$ cat config.mk
export PLATFORM = sky130hd
export DESIGN_NAME = alu_seq_unit
export DESIGN_NICKNAME = d
export VERILOG_FILES = /design/src/rtl/alu_seq_unit.sv
export SDC_FILE = /design/constraint.sdc
export NUM_CORES = 1
export LEC_CHECK = 0
export BUFFER_PORTS_ARGS = -buffer_cell sky130_fd_sc_hd__buf_2
export CORE_MARGIN = 2
export CORE_UTILIZATION = 55
export DETAILED_ROUTE_END_ITERATION = 10
export HOLD_SLACK_MARGIN = 0.15
export PLACE_DENSITY = 0.89
export SKIP_CTS_REPAIR_TIMING = 1
export SLEW_MARGIN = 20
export SYNTH_ARGS = -nofsm -noshare
export SYNTH_HDL_FRONTEND = slang
export SYNTH_SLANG_ARGS = --single-unit
$ cat constraint.sdc
create_clock -name clk -period 4.04 [get_ports clk]
set_clock_uncertainty 0.05 [all_clocks]
set_input_delay 0.808 -clock clk [delete_from_list [all_inputs] [get_ports clk]]
set_output_delay 0.808 -clock clk [all_outputs]
set_load 0.02 [all_outputs]
$ cat src/rtl/alu_seq_unit.sv
// alu_seq_unit: single-request ALU with a multi-cycle shifter.
// A request is accepted in IDLE. Non-shift ops, zero-distance shifts and illegal
// requests complete one cycle later. Shifts walk the captured operand by up to
// SHIFT_STEP bits per cycle in the SHIFT state. The result is held in DONE until
// the consumer takes it.
//
// Ports:
//   clk, reset           clock and synchronous active-high reset
//   in_valid / in_ready  request handshake (in_ready only in IDLE)
//   aluOp, funct3,
//   funct7_5, is_rtype   operation select and instruction decode fields
//   op_a, op_b           operands; shift distance is op_b[log2(WIDTH)-1:0]
//   out_valid/out_ready  result handshake (out_valid only in DONE)
//   result, zero,
//   illegal              registered result and flags, meaningful with out_valid
module alu_seq_unit #(
    parameter int unsigned WIDTH      = 32,
    parameter int unsigned SHIFT_STEP = 1
) (
    input  logic             clk,
    input  logic             reset,
    input  logic             in_valid,
    output logic             in_ready,
    input  logic [1:0]       aluOp,
    input  logic [2:0]       funct3,
    input  logic             funct7_5,
    input  logic             is_rtype,
    input  logic [WIDTH-1:0] op_a,
    input  logic [WIDTH-1:0] op_b,
    output logic             out_valid,
    input  logic             out_ready,
    output logic [WIDTH-1:0] result,
    output logic             zero,
    output logic             illegal
);

    localparam int unsigned LOG = $clog2(WIDTH);
    localparam logic [LOG-1:0] StepAmt = LOG'(SHIFT_STEP);

    typedef enum logic [1:0] {StIdle, StShift, StDone} state_e;
    typedef enum logic [3:0] {
        OpAdd, OpSub, OpSll, OpSlt, OpSltu, OpXor, OpSrl, OpSra, OpOr, OpAnd, OpIll
    } op_e;

    state_e           state_q, state_d;
    op_e              op_q, op_d, op_dec;
    logic [WIDTH-1:0] work_q, work_d;
    logic [LOG-1:0]   rem_q, rem_d;
    logic             sign_q, sign_d;
    logic             zero_q, zero_d;
    logic             ill_q, ill_d;

    logic [LOG-1:0]   shamt;
    logic             is_shift;
    logic [WIDTH-1:0] alu_res;
    logic [LOG-1:0]   step_amt;
    logic [LOG-1:0]   rem_next;
    logic [WIDTH-1:0] shifted;

    assign shamt    = op_b[LOG-1:0];
    assign is_shift = (op_dec == OpSll) || (op_dec == OpSrl) || (op_dec == OpSra);

    // Request decode
    always_comb begin
        op_dec = OpIll;
        unique case (aluOp)
            2'b00: op_dec = OpAdd;
            2'b01: op_dec = OpSub;
            2'b10: begin
                unique case (funct3)
                    3'b000:  op_dec = (is_rtype && funct7_5) ? OpSub : OpAdd;
                    3'b001:  op_dec = OpSll;
                    3'b010:  op_dec = OpSlt;
                    3'b011:  op_dec = OpSltu;
                    3'b100:  op_dec = OpXor;
                    3'b101:  op_dec = funct7_5 ? OpSra : OpSrl;
                    3'b110:  op_dec = OpOr;
                    default: op_dec = OpAnd;
                endcase
            end
            default: op_dec = OpIll;
        endcase
    end

    // Single-cycle results; shifts only land here when their distance is zero
    always_comb begin
        alu_res = '0;
        unique case (op_dec)
            OpAdd:  alu_res = op_a + op_b;
            OpSub:  alu_res = op_a - op_b;
            OpSlt:  alu_res = {{(WIDTH-1){1'b0}}, ($signed(op_a) < $signed(op_b))};
            OpSltu: alu_res = {{(WIDTH-1){1'b0}}, (op_a < op_b)};
            OpXor:  alu_res = op_a ^ op_b;
            OpOr:   alu_res = op_a | op_b;
            OpAnd:  alu_res = op_a & op_b;
            OpSll, OpSrl, OpSra: alu_res = op_a;
            default: alu_res = '0;
        endcase
    end

    // One shifter step of min(SHIFT_STEP, remaining) bits
    always_comb begin
        step_amt = (rem_q > StepAmt) ? StepAmt : rem_q;
        rem_next = rem_q - step_amt;
        if (op_q == OpSll) begin
            shifted = work_q << step_amt;
        end else begin
            shifted = work_q >> step_amt;
            // SRA refills vacated bits with the sign captured at accept time
            if (op_q == OpSra && sign_q) begin
                shifted = shifted | ~({WIDTH{1'b1}} >> step_amt);
            end
        end
    end

    always_comb begin
        state_d = state_q;
        op_d    = op_q;
        work_d  = work_q;
        rem_d   = rem_q;
        sign_d  = sign_q;
        zero_d  = zero_q;
        ill_d   = ill_q;
        unique case (state_q)
            StIdle: begin
                if (in_valid) begin
                    op_d   = op_dec;
                    sign_d = op_a[WIDTH-1];
                    ill_d  = (op_dec == OpIll);
                    if (is_shift && shamt != '0) begin
                        work_d  = op_a;
                        rem_d   = shamt;
                        state_d = StShift;
                    end else begin
                        work_d  = alu_res;
                        zero_d  = (alu_res == '0);
                        rem_d   = '0;
                        state_d = StDone;
                    end
                end
            end
            StShift: begin
                work_d = shifted;
                rem_d  = rem_next;
                if (rem_next == '0) begin
                    zero_d  = (shifted == '0);
                    state_d = StDone;
                end
            end
            StDone: begin
                if (out_ready) begin
                    state_d = StIdle;
                end
            end
            default: state_d = StIdle;
        endcase
    end

    always_ff @(posedge clk) begin
        if (reset) begin
            state_q <= StIdle;
            op_q    <= OpAdd;
            work_q  <= '0;
            rem_q   <= '0;
            sign_q  <= 1'b0;
            zero_q  <= 1'b0;
            ill_q   <= 1'b0;
        end else begin
            state_q <= state_d;
            op_q    <= op_d;
            work_q  <= work_d;
            rem_q   <= rem_d;
            sign_q  <= sign_d;
            zero_q  <= zero_d;
            ill_q   <= ill_d;
        end
    end

    assign in_ready  = (state_q == StIdle);
    assign out_valid = (state_q == StDone);
    assign result    = work_q;
    assign zero      = zero_q;
    assign illegal   = ill_q;

endmodule

Yosys cells after proc, flatten, opt, wreduce, memory -nomap -nowiden. Index checks and enable logic that the tools add are counted. Widths: inputs -> output; s select.

Output and inout bits: 36. Bits in registers: 46. Logic and storage cells: 89. Input port bits: 75.

Add/subtract/negate cells: 3. Bitwise logic cells: 5. Eq/ne operators: 26. Shifts and indexed selects: 3. Magnitude comparators: 3. Reduce and logical (&&, ||, !) cells: 19. Multiplexer cells: 23.

Operator list (count): $pmux 32 s8 (1); $mux 32 (4); $logic_not 32->1 (2); $lt 32x32->1 (2); $or 32x32->32 (2); $pmux 32 s2 (1); $add 32x32->32 (1); $and 32x32->32 (1); $not 32->32 (1); $shl 32x5->32 (1); $shr 32x5->32 (1); $shr 32x5->32 const A (1); $sub 32x32->32 (1); $xor 32x32->32 (1); $pmux 4 s7 (1); $eq 4x3->1 const B (5); $mux 5 (3); $eq 4x2->1 const B (3); $eq 4x4->1 const B (3); $pmux 4 s3 (1); $pmux 5 s2 (1); $eq 3x3->1 const B (3); $mux 2 (4); $eq 3x2->1 const B (2); 23 further kinds (36).

Longest topological paths before layout. Gate-level depths: netlist of run 1.

Depth in word-level cells: 11. Mapped depth: 15. Mapped depth without buffers: 15.

Worst setup path after synthesis of run 1. No wires, ideal clock.

Path kind: input port to flip-flop. Start: in op_a[19]. End: reg zero_q (netlist: zero). Setup slack: 0.202 ns. Stages on the path: 14. Buffers on the path: 1. Arrival time: 3.704 ns. Required time: 3.906 ns. Cell sequence: inv_1 > ha_1 > buf_6 > or4_4 > or3_4 > nor4_2 > a221o_2 > o21ai_2 > o31ai_4 > nor2_1 > o22a_1 > a311o_1 > or2_0 > o31ai_2.

Word-level cells in the longest chain between the ends: 6.

Ends and longest elaborated chain: start: declaration (line 28) `input logic [WIDTH-1:0] op_a,`; $sub 32x32->32 (tied with other cells) (line 90) `OpSub: alu_res = op_a - op_b;`; $pmux 32 s8 (*) (line 88) `unique case (op_dec)`; $logic_not 32->1 (*) (line 136) `zero_d = (alu_res == '0);`; $mux 1 (*) (line 130) `if (is_shift && shamt != '0) begin`; $mux 1 (*) (line 126) `if (in_valid) begin`; $pmux 1 s2 (*) (line 124) `unique case (state_q)`; end signal: assignment (line 174) `zero_q <= zero_d;`; end: declaration (line 50) `logic zero_q, zero_d;`.

Every way passes the cells marked *; elsewhere a longest branch is shown, timed or not. The select of a mux whose other input is x is not followed. A chain may end at the register's enable or synchronous reset.

Worst setup path after layout of run 1.
Start: in op_a[0]. End: reg zero_q (netlist: zero).

The elaborated chain is that of the path after synthesis.

==> results of run 1 <==
## synthesized netlist by cell type, types with 7 or more instances
library cell	n
nand2_1	170
nor2_1	149
a21oi_1	126
inv_1	106
ha_1	104
clkbuf_1	58
o21ai_0	55
dfxtp_1	46
nand3_1	35
nor3_1	33
a221oi_1	30
a211oi_1	28
a21o_1	23
o211ai_1	23
buf_2	21
nand4_1	21
a31oi_1	16
nand2b_1	16
nor2b_1	13
nor4_1	13
or3_1	12
o21a_1	11
and2_1	10
and3_1	10
mux2i_1	10
buf_1	9
o31ai_1	9
a22oi_1	8
a311oi_1	8
o21bai_1	8
o311ai_0	8
a211o_1	7
o22a_1	7
o22ai_1	7
## cell families (layout without fill, tap and decap cells)
kind of cell               count (synthesis)  count (layout)  synth area share
buffers and inverters                    195             427           0.08702
xor gates and xnor gates                   7               7          0.006967
AOI/OAI and AO/OA                        459             459            0.3664
and+or+nand+nor                          510             510            0.2699
adders and majority gates                106             106            0.1524
muxes                                     11              11           0.01265
DFF                                       46              46            0.1046
## stage by stage
stage | worst slack (ns) | area, um2 | power [mW]
4_1_cts | -0.1222 | 11000 | 2.498
5_1_grt | -0.1193 | 11160 | 2.725
3_5_place_dp | -0.4105 | 10830 | 2.025
3_3_place_gp | -0.2188 | 10830 | 1.997
2_1_floorplan | 0.2020 | 8800 | 1.409
6_report | 0.006803 | 11160 | 2.592
## per-layer routing
metal  track usage  vias to the layer above  wire length, um
met5             0                        -                0
met4        0.1721                        0             1607
met3       0.08795                      177             4108
met2        0.6357                      853            15390
met1        0.5216                     5398            13950
li1              -                     5346                -
## layout make-up
type                            instances  area share
Clock buffer                            6     0.01155
Clock inverter                          2    0.003363
Inverter                              106     0.03587
Multi-Input combinational cell       1093      0.6521
Sequential cell                        46     0.08250
Tap cell                              216     0.02421
Timing Repair Buffer                  313      0.1904
## worst max-delay path: cells and delay by family
kind,cells,cell delay [ns]
compound gates,5,1.16
fa+ha+maj,2,0.56
buf+inv,4,0.33
simple gates,6,1.34
## final timing paths
| path | slack, ns | endpoint | cells past startpoint |
|---|---|---|---|
| min | 0.41 | sign_q | 2 |
| min reg2reg | 0.41 | sign_q | 2 |
| max | 0.007 | zero | 17 |
| max reg2reg | 0.41 | zero | 12 |
## registers in the layout, summed over array words and instances, names as in the netlist
name and count:
result 32, rem_q 5, op_q 4, state_q 2, illegal 1, sign_q 1, zero 1
## power groups by stage
stage	sequential [mW]	combinational, mW	clock [mW]
floorplan	0.569	0.840	0
global placement	0.545	1.45	0
detailed placement	0.547	1.48	0
CTS	0.537	1.49	0.473
global route	0.545	1.69	0.491
finish	0.541	1.57	0.478
==> impl_metrics.yaml, run 1 <==
status:
  status: "finished, final reports clean"
synthesis:
  synthesis.area_um2: 8800
  synth-seq-cells: 46
  synth_top_cell_by_area: "ha_1"
  ys_top_cells_by_area: "ha_1 (15%), dfxtp_1 (10%), nand2_1 (7.3%)"
  synth.avg_cell_area_um2: 6.596
  yosysWarnings: 0
  ys.flop_type: "dfxtp_1"
  syn-num-nets: 1515
  synth-edff-count: 0
  yosysUniqueCellTypes: 88
  synth_top_area_frac: 0.1479
  ys_async_sr_fraction: 0
  synth-seq-area-share: 0.1046
  syn_inst: 1334
finish:
  final_nets: 1746
  seqCellArea_um2: 920.9
  fin_util: 0.7078
  multi_input_area_um2: 7278
  layout_common_cells: "buf_4 (198), nand2_1 (170), nor2_1 (149), a21oi_1 (123), buf_2 (109)"
  finalNonFillerCells: 1782
  nFillCells: 1363
  area.growth.synth_to_final_pct: 26.85
  n_antenna_cell: 0
  drive_above_1_share: 0.2363
  final_common_cell: "buf_4"
sta:
  tightest_slew_ns: 1.092
  hold_viol_final: 0
  max_clock_freq_mhz: 247.9
  finalSetupViolations: 0
  fin_tns_setup_ns: 0
  period_needed_ns: 4.033
  drv_slew: 0
  finalCritPeriodShare: 0.9983
  worst_hold_slack_ns: 0.4091
  maxSlewHeadroom: 0.2720
  rsz0062_at_grt: "true"
global_routing:
  grt_pass1_vias: 10760
  antenna_found_initial: 0
  grt_pass1_wl_um: 54720
  grt_overflow_total: 0
  grt_use_total: 0.3994
  grt_max_degree: 45
flow_run:
  cap_viol_max_count: 0
setup_path:
  critPathMaxFanout: 2
  crit_path_max_incr_delay_ns: 0.43
  r2r_start: "rem_q[1]"
  start_kind: "input port"
  critical_path_class: "in -> reg"
  slowest_stage: "a2111o_1"
  worstPathArrival_ns: 4.20
  worstPathRequired_ns: 4.21
  end_kind: "flop"
  startpoint: "op_a[0]"
  cp_cell_sequence: "buf_6 > buf_6 > inv_4 > ha_4 > inv_2 > fa_2 > nand2b_4 > a2111oi_2 > or3_1 > a2111o_1 > a221oi_2 > o2111ai_1 > nor4_2 > nand4_1 > nor4_2 > nand4b_1 > o31ai_2"
cts:
  cts_root_buf: "clkbuf_16"
  cts_tree: "built"
  clk_path_buf_depth: 2
  clk_pin_slew_ns: 0.06
  worstSkewPairLatency_ns: 0.30
  cts_num_sinks: 46
  htreeDepth: 2
  cts_buffers: 5
power:
  p_comb_frac: 0.607
  p_int_mw: 1.429
  p_leak_nw: 5.178
  power.switching_mw: 1.163
  clkPwrFrac: 0.185
  p_seq_frac: 0.209
  vdd_drop_max_uv: 290.6
  power.density_nw_per_um2: 232.2
  switching_share: 0.4487
drt:
  postRouteAntennaNets: 0
  drtIter0Drc: 1777
  vias: 11770
  wl_um: 35050
  drc_errors: 0
  first_pass_iters: 7
  post_drt_via_cell_ratio: 6.607
  post_drt_wl_per_cell_um: 19.67
placed_design:
  port_buffers: 110
  gp_congestion: 1.100
  hpwlAfterDp_um: 27400
  dp.cells: 1771
die:
  initial_core_util: 0.5580
  row_count: 46
  die_height_um: 130.5
  core_area_um2: 15770
  boundaryPins: 111
  die_area_um2: 17030
  die_x_um: 130.5
hold_path:
  hp-start: "sign_q"
  hold_path_class: "reg -> reg"
Power figures use the tool's default switching activity.
==> run 2: changes to the inputs <==
--- a/config.mk
+++ b/config.mk
@@ -8,6 +8,7 @@
 export BUFFER_PORTS_ARGS = -buffer_cell sky130_fd_sc_hd__buf_2
 export CORE_MARGIN = 2
 export CORE_UTILIZATION = 55
+export CTS_BUF_LIST = sky130_fd_sc_hd__clkbuf_16
 export DETAILED_ROUTE_END_ITERATION = 10
 export HOLD_SLACK_MARGIN = 0.15
 export PLACE_DENSITY = 0.89
==> run 2 against run 1 <==
  * First-iteration DRC count is the same
  * Die area is the same
  * Wire length increased by 0.31%
  * Largest power group unchanged
  * Maximum frequency barely moved
  * Final area stayed put
  * Final cell count is the same
  * Combinational power hardly changed
  * Largest cell class unchanged
  * Count of clock-buffer cells in the layout decreased by 1
  * Worst hold slack better by 0.00078 ns
  * Register-to-register slack about the same
==> impl_metrics.yaml, run 2 (synthesis gave the netlist of run 1 again) <==
setup_path:
  worstPathArrival_ns: 4.19
  start_kind: "input port"
  worstPathRequired_ns: 4.20
  slowest_stage: "a2111o_1"
  crit_path_max_incr_delay_ns: 0.43
  end_kind: "flop"
  critical_path_class: "in -> reg"
  cp_cell_sequence: "buf_6 > buf_6 > inv_4 > ha_4 > inv_2 > fa_2 > nand2b_4 > a2111oi_2 > or3_1 > a2111o_1 > a221oi_2 > o2111ai_1 > nor4_2 > nand4_1 > nor4_2 > nand4b_1 > o31ai_2"
  critPathMaxFanout: 2
power:
  p_leak_nw: 5.182
  vdd_drop_max_uv: 290.8
  power.density_nw_per_um2: 232.2
sta:
  maxSlewHeadroom: 0.2818
  rsz0062_at_grt: "true"
  hold_viol_final: 0
  tightest_slew_ns: 1.077
  finalCritPeriodShare: 0.9976
  finalSetupViolations: 0
  worst_hold_slack_ns: 0.4099
  drv_slew: 0
  max_clock_freq_mhz: 248.1
  period_needed_ns: 4.030
die:
  die_height_um: 130.5
  core_area_um2: 15770
  die_x_um: 130.5
  initial_core_util: 0.5580
  die_area_um2: 17030
  row_count: 46
  boundaryPins: 111
placed_design:
  gp_congestion: 1.100
  port_buffers: 110
  hpwlAfterDp_um: 27400
global_routing:
  grt_use_total: 0.3994
  grt_max_degree: 45
  grt_pass1_wl_um: 54720
  grt_pass1_vias: 10760
  grt_overflow_total: 0
  antenna_found_initial: 0
drt:
  first_pass_iters: 8
  drtIter0Drc: 1777
  postRouteAntennaNets: 0
  vias: 11890
  wl_um: 35160
  post_drt_wl_per_cell_um: 19.73
  post_drt_via_cell_ratio: 6.673
  drc_errors: 0
hold_path:
  hold_path_class: "reg -> reg"
finish:
  area.growth.synth_to_final_pct: 26.85
  n_antenna_cell: 0
  layout_common_cells: "buf_4 (198), nand2_1 (170), nor2_1 (149), a21oi_1 (123), buf_2 (109)"
  fin_util: 0.7078
  largest_reg_flops: 32
  drive_above_1_share: 0.2363
  final_common_cell: "buf_4"
  final_nets: 1746
cts:
  cts_num_sinks: 46
  cts_tree: "built"
  clk_pin_slew_ns: 0.06
  htreeDepth: 2
  worstSkewPairLatency_ns: 0.30
  clk_path_buf_depth: 2
  cts_buffers: 5
  cts_root_buf: "clkbuf_16"
status:
  status: "finished, final reports clean"
flow_run:
  cap_viol_max_count: 0
## run 2: cell type report
type / instances / area [um2]
clock inverter: 3 / 41.29
multi-input combinational: 1093 / 7278
fill: 1363 / 4608
inverter: 106 / 400.4
clock buffer: 5 / 125.1
sequential: 46 / 920.9
timing repair buffer: 313 / 2126
tap: 216 / 270.3
## run 2: final timing paths
path / start / to / slack, ns / cells after the start
max: op_a[0] / zero / 0.01 / 17
min: sign_q / sign_q / 0.41 / 2
max reg2reg: rem_q[1] / zero / 0.41 / 12
min reg2reg: sign_q / sign_q / 0.41 / 2
## run 2: worst max-delay path: cells and delay by family
family	cells	cell delay (ns)
fa+ha+maj	2	0.56
compound gates	5	1.16
buf+inv	4	0.33
simple gates	6	1.34
## run 2: metal layers
layer,track usage,wire [um],vias up
met3,0.08795,4289,200
met2,0.6357,15370,915
met1,0.5216,13780,5425
met4,0.1721,1724,0
met5,0,0,-
li1,-,-,5351
## run 2: stage by stage
step	instances	power [mW]	TNS (ns)	worst slack [ns]	cell area, um2
floorplan	1334	1.409	0	0.2020	8800
global placement	1771	1.997	-0.4491	-0.2188	10830
detailed placement	1771	2.025	-1.267	-0.4105	10830
CTS	1779	2.495	-0.1220	-0.1220	11000
global route	1782	2.722	-0.1191	-0.1191	11160
finish	1782	2.592	0	0.009804	11160
## run 2: power by group
part           switching [mW]  internal (mW)
registers              0.0532          0.488
clock network           0.186          0.290
logic                   0.927          0.649
total                    1.17           1.43
